===== config.mk =====
export PLATFORM = sky130hd
export DESIGN_NAME = cereal_rx
export DESIGN_NICKNAME = d
export VERILOG_FILES = /design/src/rtl/cereal_pkg.sv /design/src/rtl/bit_sync.sv /design/src/rtl/cereal_rx.sv
export SDC_FILE = /design/constraint.sdc
export NUM_CORES = 1
export LEC_CHECK = 0
export ABC_AREA = 1
export BUFFER_PORTS_ARGS = -buffer_cell sky130_fd_sc_hd__clkbuf_2
export CORE_MARGIN = 2
export CORE_UTILIZATION = 44
export DETAILED_ROUTE_END_ITERATION = 10
export RECOVER_POWER = 50
export SLEW_MARGIN = 20
export SYNTH_ARGS = -nofsm -noshare
export SYNTH_HDL_FRONTEND = slang
export SYNTH_SLANG_ARGS = --single-unit
export TNS_END_PERCENT = 100

===== constraint.sdc =====
create_clock -name sysclk -period 1.34 [get_ports sysclk]
set_input_delay 0.402 -clock sysclk [delete_from_list [all_inputs] [get_ports sysclk]]
set_output_delay 0.402 -clock sysclk [all_outputs]
set_load 0.03 [all_outputs]

===== src/rtl/cereal_pkg.sv =====
// Shared definitions for the cereal serial link (transmitter and receiver).
// Latency: n/a (package only).
// Backpressure: n/a (package only).
// Contents: FSM state encoding, default bit period, frame constants.
package cereal_pkg;

  typedef enum logic [2:0] {
    WAIT_IDLE,
    IDLE,
    START,
    DATA,
    STOP
  } state_t;

  // 9600 baud from a 50 MHz system clock.
  localparam int CLKS_PER_BIT_DEFAULT = 5208;

  localparam int   DATA_BITS  = 8;
  localparam logic STOP_LEVEL = 1'b1;

endpackage


===== src/rtl/bit_sync.sv =====
// Generic 2-flop synchroniser for asynchronous single-bit inputs.
// Latency: 2 clk cycles from d to q.
// Backpressure: none (free-running).
// Ports: clk, reset (sync, active-high, loads RESET_VAL), d (async in), q (synchronised out).
module bit_sync #(
  parameter logic RESET_VAL = 1'b1
) (
  input  logic clk,
  input  logic reset,
  input  logic d,
  output logic q
);

  logic meta;

  always_ff @(posedge clk) begin
    if (reset) begin
      meta <= RESET_VAL;
      q    <= RESET_VAL;
    end else begin
      meta <= d;
      q    <= meta;
    end
  end

endmodule


===== src/rtl/cereal_rx.sv =====
// UART-style receiver: 1 start, 8 data LSB first, 1 stop, idle high; one-byte holding register.
// Latency: valid/frame_err registered one cycle after the stop-bit mid-point sample.
// Backpressure: none on the line; an unacknowledged byte is overwritten and flagged by sticky overrun.
// Ports: sysclk, reset (sync, active-high), serial_in (raw line), data/valid/data_ack (byte handshake),
//        overrun (sticky), frame_err (1-cycle pulse), busy (frame in progress).
module cereal_rx
  import cereal_pkg::*;
#(
  parameter int CLKS_PER_BIT = CLKS_PER_BIT_DEFAULT
) (
  input  logic                 sysclk,
  input  logic                 reset,
  input  logic                 serial_in,
  output logic [DATA_BITS-1:0] data,
  output logic                 valid,
  input  logic                 data_ack,
  output logic                 overrun,
  output logic                 frame_err,
  output logic                 busy
);

  localparam int               HALF      = CLKS_PER_BIT >> 1;
  localparam int               CNT_W     = $clog2(CLKS_PER_BIT);
  localparam logic [CNT_W-1:0] HALF_LAST = CNT_W'(HALF - 1);
  localparam logic [CNT_W-1:0] BIT_LAST  = CNT_W'(CLKS_PER_BIT - 1);
  localparam logic [2:0]       IDX_LAST  = 3'(DATA_BITS - 1);

  logic                 rx;
  logic [1:0]           sync_fill;
  state_t               state;
  state_t               next_state;
  logic [CNT_W-1:0]     cnt;
  logic [2:0]           idx;
  logic [DATA_BITS-1:0] shift;
  logic                 start_sample;
  logic                 data_sample;
  logic                 stop_sample;

  bit_sync #(
    .RESET_VAL(1'b1)
  ) u_sync (
    .clk  (sysclk),
    .reset(reset),
    .d    (serial_in),
    .q    (rx)
  );

  // The synchroniser's reset value is not a real observation of the line.
  // Only once both flops have clocked in the pin may WAIT_IDLE trust rx=1,
  // otherwise a line held low through reset would look briefly idle.
  always_ff @(posedge sysclk) begin
    if (reset) begin
      sync_fill <= 2'b00;
    end else begin
      sync_fill <= {sync_fill[0], 1'b1};
    end
  end

  // State register
  always_ff @(posedge sysclk) begin
    if (reset) begin
      state <= WAIT_IDLE;
    end else begin
      state <= next_state;
    end
  end

  // Next-state logic
  always_comb begin
    next_state = state;
    unique case (state)
      WAIT_IDLE: if (rx && sync_fill[1]) next_state = IDLE;
      IDLE:      if (!rx) next_state = START;
      START:     if (start_sample) next_state = rx ? IDLE : DATA;
      DATA:      if (data_sample && (idx == IDX_LAST)) next_state = STOP;
      STOP:      if (stop_sample) next_state = (rx == STOP_LEVEL) ? IDLE : WAIT_IDLE;
      default:   next_state = WAIT_IDLE;
    endcase
  end

  // Output / strobe logic
  always_comb begin
    busy         = !((state == IDLE) || (state == WAIT_IDLE));
    start_sample = (state == START) && (cnt == HALF_LAST);
    data_sample  = (state == DATA)  && (cnt == BIT_LAST);
    stop_sample  = (state == STOP)  && (cnt == BIT_LAST);
  end

  // Baud counter: held at zero while waiting for a start edge, restarted at
  // every sample point so each following sample lands one bit period later.
  always_ff @(posedge sysclk) begin
    if (reset) begin
      cnt <= '0;
    end else if ((state == WAIT_IDLE) || (state == IDLE) ||
                 start_sample || data_sample || stop_sample) begin
      cnt <= '0;
    end else begin
      cnt <= cnt + CNT_W'(1);
    end
  end

  always_ff @(posedge sysclk) begin
    if (reset) begin
      idx   <= '0;
      shift <= '0;
    end else if (start_sample) begin
      idx <= '0;
    end else if (data_sample) begin
      shift[idx] <= rx;
      idx        <= idx + 3'd1;
    end
  end

  // Holding register and flags. A good stop with no ack in the same cycle
  // onto a still-pending byte is an overrun; a same-cycle ack consumes the
  // old byte, so the new one is a clean hand-over.
  always_ff @(posedge sysclk) begin
    if (reset) begin
      data      <= '0;
      valid     <= 1'b0;
      overrun   <= 1'b0;
      frame_err <= 1'b0;
    end else begin
      frame_err <= stop_sample && (rx != STOP_LEVEL);
      if (stop_sample && (rx == STOP_LEVEL)) begin
        data    <= shift;
        valid   <= 1'b1;
        overrun <= valid && !data_ack;
      end else if (data_ack && valid) begin
        valid   <= 1'b0;
        overrun <= 1'b0;
      end
    end
  end

endmodule


Word-level counts from Yosys, hierarchy flattened

Cells that the tools add are included.

Register bits after elaboration: 42
Bits of input ports: 4
Output and inout port bits: 12
Logic and storage cells: 67

$add $sub $neg: 2
$lt $le $gt $ge: 2
Equal/unequal tests: 12
Multiplexer cells: 15
Bitwise logic cells: 2
Reductions and logical operators: 22

Operator list:

| operator                                                   | number |
|---|---|
| 2-to-1 mux 3 bit                                           | 5 |
| one-hot mux 3 bit (5 select lines)                         | 1 |
| adder 13 x 1 -> 13 bit, second input constant              | 1 |
| equality test 13 x 12 -> 1 bit, second input constant      | 1 |
| equality test 13 bit, second input constant                | 1 |
| logical AND 1 bit                                          | 10 |
| != test 2 bit, second input constant                       | 5 |
| bitwise mux 8 bit                                          | 1 |
| equality test 3 x 2 -> 1 bit, second input constant        | 2 |
| equality test 3 bit, second input constant                 | 2 |
| 2-to-1 mux 1 bit                                           | 6 |
| AND reduction 5 bit                                        | 1 |
| logical OR 1 bit                                           | 4 |
| less-than comparator 3 x 4 -> 1 bit, second input constant | 1 |
| OR reduction 2 bit                                         | 2 |
| adder 3 x 1 -> 3 bit, second input constant                | 1 |
| demux 1 bit (select 3 bit)                                 | 1 |
| equality test 3 x 1 -> 1 bit, second input constant        | 1 |
| >= comparator 3 x 1 -> 1 bit, second input constant        | 1 |
| zero test 3 bit                                            | 1 |
| zero test 1 bit                                            | 2 |
| 2-to-1 mux 2 bit                                           | 1 |
| inverter 1 bit                                             | 2 |
| AND reduction 2 bit                                        | 1 |
| nonzero test 2 bit                                         | 1 |

Logic depth before layout (Yosys ltp)

Depth after elaboration: 6
Depth in mapped cells: 11

Hierarchy

Synthesis repeated with hierarchy kept, for this count alone.

Cells, all modules: 264
Area, all modules: 1,949.4 µm²

By module, submodules not included:

| module    | times used | cells an instance | area each (µm²) | seq. area each (µm²) |
|---|---|---|---|---|
| cereal_rx | 1          | 257               | 1,890.6         | 800.8 |
| bit_sync  | 1          | 7                 | 58.8            | 40.0 |

Worst setup path after synthesis

No wires, ideal clock.

Kind: register to register
Start point: register cnt[0]
End point: register cnt[11]
Setup time: 0.121 ns
Data arrival time: 1.343 ns
Required time: 1.219 ns
Setup slack: -0.124 ns
Stages on the path, launching flop included: 8
Path buffers: 1
Period minus slack after synthesis: 1.464 ns
Path through: dfxtp_1 > ha_1 > nand2_1 > nor3_2 > nand3_1 > nand3_2 > buf_4 > nor3_1

Cells in the longest elaborated chain, start to end: 6
Elaborated cells between the ends (all ways): 10

Ends and longest elaborated chain:

| item                                                           | RTL line        | text |
|---|---|---|
| start, declared                                                | cereal_rx.sv:32 | `logic [CNT_W-1:0] cnt;` |
| start signal, assigned                                         | cereal_rx.sv:98 | `cnt <= cnt + CNT_W'(1);` |
| branches (longest 6 deep; another with adder 13 x 1 -> 13 bit) | n/a             |  |

Parallel ways; which one is timed is not known.
A chain may end at the register's enable or synchronous reset.

Worst setup path in the final report

Start point: register cnt[8]
End point: register data[3]

Cells in the longest elaborated chain, start to end: 3

Ends and longest elaborated chain:

| item                 | RTL line         | text |
|---|---|---|
| equality test 13 bit | cereal_rx.sv:86  | `stop_sample = (state == STOP) && (cnt == BIT_LAST);` |
| logical AND 1 bit    | cereal_rx.sv:86  |  |
| logical AND 1 bit    | cereal_rx.sv:125 | `if (stop_sample && (rx == STOP_LEVEL)) begin` |
| end signal, assigned | cereal_rx.sv:126 | `data <= shift;` |
| end, declared        | cereal_rx.sv:14  | `output logic [DATA_BITS-1:0] data,` |

No other way between the ends.

==> summary.txt <==
Place
  – Port Buffer Count: 15
  – Area after DPL: roughly 0.0026 mm2
  – Placed Cells: between 300 and 400
  – Placer congestion estimate: ~0.92
  – Hpwl dp: between 3000 and 4000 um

Clock network
  – Hold-fix buffer count after cts: 0
  – CTS tree: yes
  – Htree depth: 2
  – Clock latency on the worst-skew pair: approximately 300 ps
  – Clock slew at reported path FFs: about 90 ps
  – Clk buf depth: 2
  – CTS root buf: clkbuf_8
  – Total CTS buffers: 5
  – Sink Count: 42

Critical path
  – WP data arrival: about 1700 ps
  – Critical path class: flop to flop
  – Critical path launch point type: flop
  – Setup crit end kind: flop
  – Worst-path maximum fanout: 8
  – Critical Path Source: cnt[8]$_SDFF_PP0_
  – Worst endpoint required time: 1530 ps
  – R2R Path Start: cnt[8]$_SDFF_PP0_

Cells and area
  – Fin cells: 415
  – Final net count: around 370
  – Antenna Diode Count: 0
  – Fin area: 0.003128 mm2
  – Share of layout cells above drive strength 1: between 40 and 50%
  – P&R area growth vs syn: 46.46%

Logic synthesis
  – Top post-synthesis cells by area: dfxtp_1, nand2_1, inv_1
  – Yosys reg bits: 42
  – Seq/Total Area, Yosys: 39.37%
  – Cell Area, Synth: ~0.0021 mm2
  – Top FF cell, synth: dfxtp_1
  – Area leader, netlist: dfxtp_1
  – Post-Synthesis Cells: around 300
  – Post-synth EDFFs: 0
  – Syn nets: ~300
  – Ys Warns: 0
  – Yosys cell types: 29
  – Post-synth ARST share: 0%
  – Syn_area_per_cell: 7.265 um2
  – Share of the synthesized area in the top cell type: between 30% and 40%

Pwr
  – PD cells: 1149 mW/mm2
  – Clk pwr share: 28.2%
  – Power Internal: 2.437 mW
  – Switching portion of total power: between 30% and 40%
  – Logic gate share of total power: about a third
  – Cell leakage power: approximately 1.2 nW
  – Peak VDD IR: around 0.00072 V
  – Fraction of power consumed by sequential logic: between 30% and 40%
  – Sw power: about 1.2 mW

Timing
  – Post-route minimum period: 1508 ps
  – Clock skew: between 5 and 6 ps
  – Slew HR: 68.21%
  – Slew of the pin with the lowest slew margin: roughly 480 ps
  – Final worst slack: -168.3 ps
  – Final Cycle Share: 112.6%
  – Final Max Tran Viols: 0
  – Max Clock Freq: 0.6630 GHz
  – Final setup fails: 37
  – Final hold viol count: 0
  – RSZ-0062 raised after global routing: yes

Die
  – IO Pins: 16
  – Die H: ~74 um
  – Core area: 0.004692 mm2
  – Die ar.: 0.005427 mm2
  – Die W: 73.67 um
  – # rows: 25
  – Initial Utilization: between 40% and 50%

Routing
  – DRC violations left: 0
  – 1st-pass router iterations: 4
  – DRT Wirelength: between 5000 and 6000 um
  – Via count: between 2000 and 2500
  – Routed Antenna Nets: 0
  – WL/cell: 13.79 um
  – DR iter-0 viols: approximately 140
  – Via-to-Cell Ratio: between 5 and 6

Global route
  – Largest net degree at the start of global routing: 18
  – First-pass GRT wire length: ~9000 um
  – Initial antenna violation count: 0
  – GRT Residual Overflow: 0
  – Total track usage: ~22%
  – Number of global-route vias before repair: a little under 2000

Run status
  – Status: finished with violations
  – Failing checks: setup timing

Min path
  – HP Start: serial_in
  – Min-delay worst type: input pin to flop

Flow run
  – Maxcap violations: 0
## power by group through the flow
stage               Sequential, mW  Combinational (mW)  Clock (mW)
floorplan                     1.37               0.499           0
global placement              1.36               0.759           0
CTS                           1.37               0.986        1.05
finish                        1.37                1.21        1.01
detailed placement            1.37               0.773           0
global route                  1.38                1.31        1.09
## final cells by class
| cell class | count | area, um2 |
|---|---|---|
| fillers | 408 | 1564 |
| multi-input cells | 202 | 1351 |
| flip-flops and latches | 42 | 858.3 |
| repair buffers | 67 | 578.1 |
| inverters | 42 | 160.2 |
| clock buffers | 5 | 68.82 |
| well taps | 54 | 67.56 |
| clock inverters | 3 | 43.79 |
## through the flow
| stage | power [mW] | hold slack, ps | utilization, % | TNS (ps) | worst slack [ps] |
|---|---|---|---|---|---|
| after floorplan | 1.872 | 388.3 | - | 0 | 23.49 |
| after CTS | 3.401 | 273.1 | 62.88 | -3640 | -163.5 |
| final | 3.595 | 281.2 | 66.67 | -3113 | -168.3 |
| after global routing | 3.777 | 280.2 | 66.67 | -6627 | -259.2 |
| after global placement | 2.121 | 392.1 | 54.91 | -2515 | -127.9 |
| after detailed placement | 2.139 | 399.2 | 54.91 | -2800 | -121.2 |
## flip-flops by register name, summed over array words and instances, names as in the netlist
name / flops
u_sync.meta: 1
valid: 1
frame_err: 1
idx: 3
overrun: 1
data: 8
sync_fill: 2
shift: 8
u_sync.q: 1
cnt: 13
state: 3
## critical path, cell delays in order, from the launching register on
cell and delay [ps]:
dfxtp_1 330, buf_4 140, nor2_1 180, nand2_2 100
nor2_4 170, nand4_4 190, o21ai_1 230, a21oi_2 50
## repair_timing
action | in CTS | in global routing
cloned | 2 | 1
resized for setup | 56 | 36
setup endpoints to repair | 38 | 39
pin swaps | 18 | 14
buffers inserted | 5 | 3
## cells by family after synthesis
group | Yosys count | synth area share, %
and+or+nand+nor | 157 | 36.91
buffers and inverters | 51 | 10.66
DFF | 42 | 39.37
AOI/OAI and AO/OA | 33 | 8.026
xor gates and xnor gates | 8 | 3.281
adders and majority gates | 3 | 1.758
## Yosys cell counts (3+ instances only)
cell type,count
dfxtp_1,42
nor2_1,28
o21ai_0,9
ha_1,3
a21oi_1,21
buf_4,3
nor2_2,3
xor2_1,8
nor3_2,4
nand2_1,57
buf_6,3
nand4_1,14
nand3_2,3
inv_2,8
nand3_1,21
inv_1,34
nor3_1,19
## layer usage
layer / vias up / global-route usage [%] / routed length (um) / part of all wire (%)
met3: 9 / 4.115 / 238 / 4.2
met1: 950 / 30.34 / 2699 / 47
met2: 51 / 33.73 / 2687 / 47
met5: - / 0 / 0 / 0
met4: 0 / 8.081 / 98 / 1.7
li1: 1095 / - / - / -
## final timing paths
check	to	slack [ps]	depth (start not counted)
max reg2reg	data[3]$_SDFFE_PP0P_	-170	7
max	data[3]$_SDFFE_PP0P_	-170	7
min reg2reg	u_sync.q$_SDFF_PP1_	420	1
min	u_sync.meta$_SDFF_PP1_	280	2
## cells in the final DEF, fill, tap and decap left out, types with 2 or more instances in the layout
cell,n
nand4_4,2
ha_1,2
nand4_1,14
clkbuf_8,5
buf_4,37
nor3_2,6
nor2_2,4
nand3_4,4
buf_6,9
nor2_4,7
buf_12,3
nor3_1,12
nand3_2,5
or2_2,2
dfxtp_1,32
xor2_1,7
o21ai_1,7
nor2_1,21
dfxtp_2,8
nand3_1,15
clkbuf_2,14
dfxtp_4,2
inv_2,10
nand2_2,7
inv_1,31
a21oi_2,10
a21oi_1,12
nor3_4,6
nand2_1,50
clkbuf_16,2
Power figures use the tool's default switching activity.
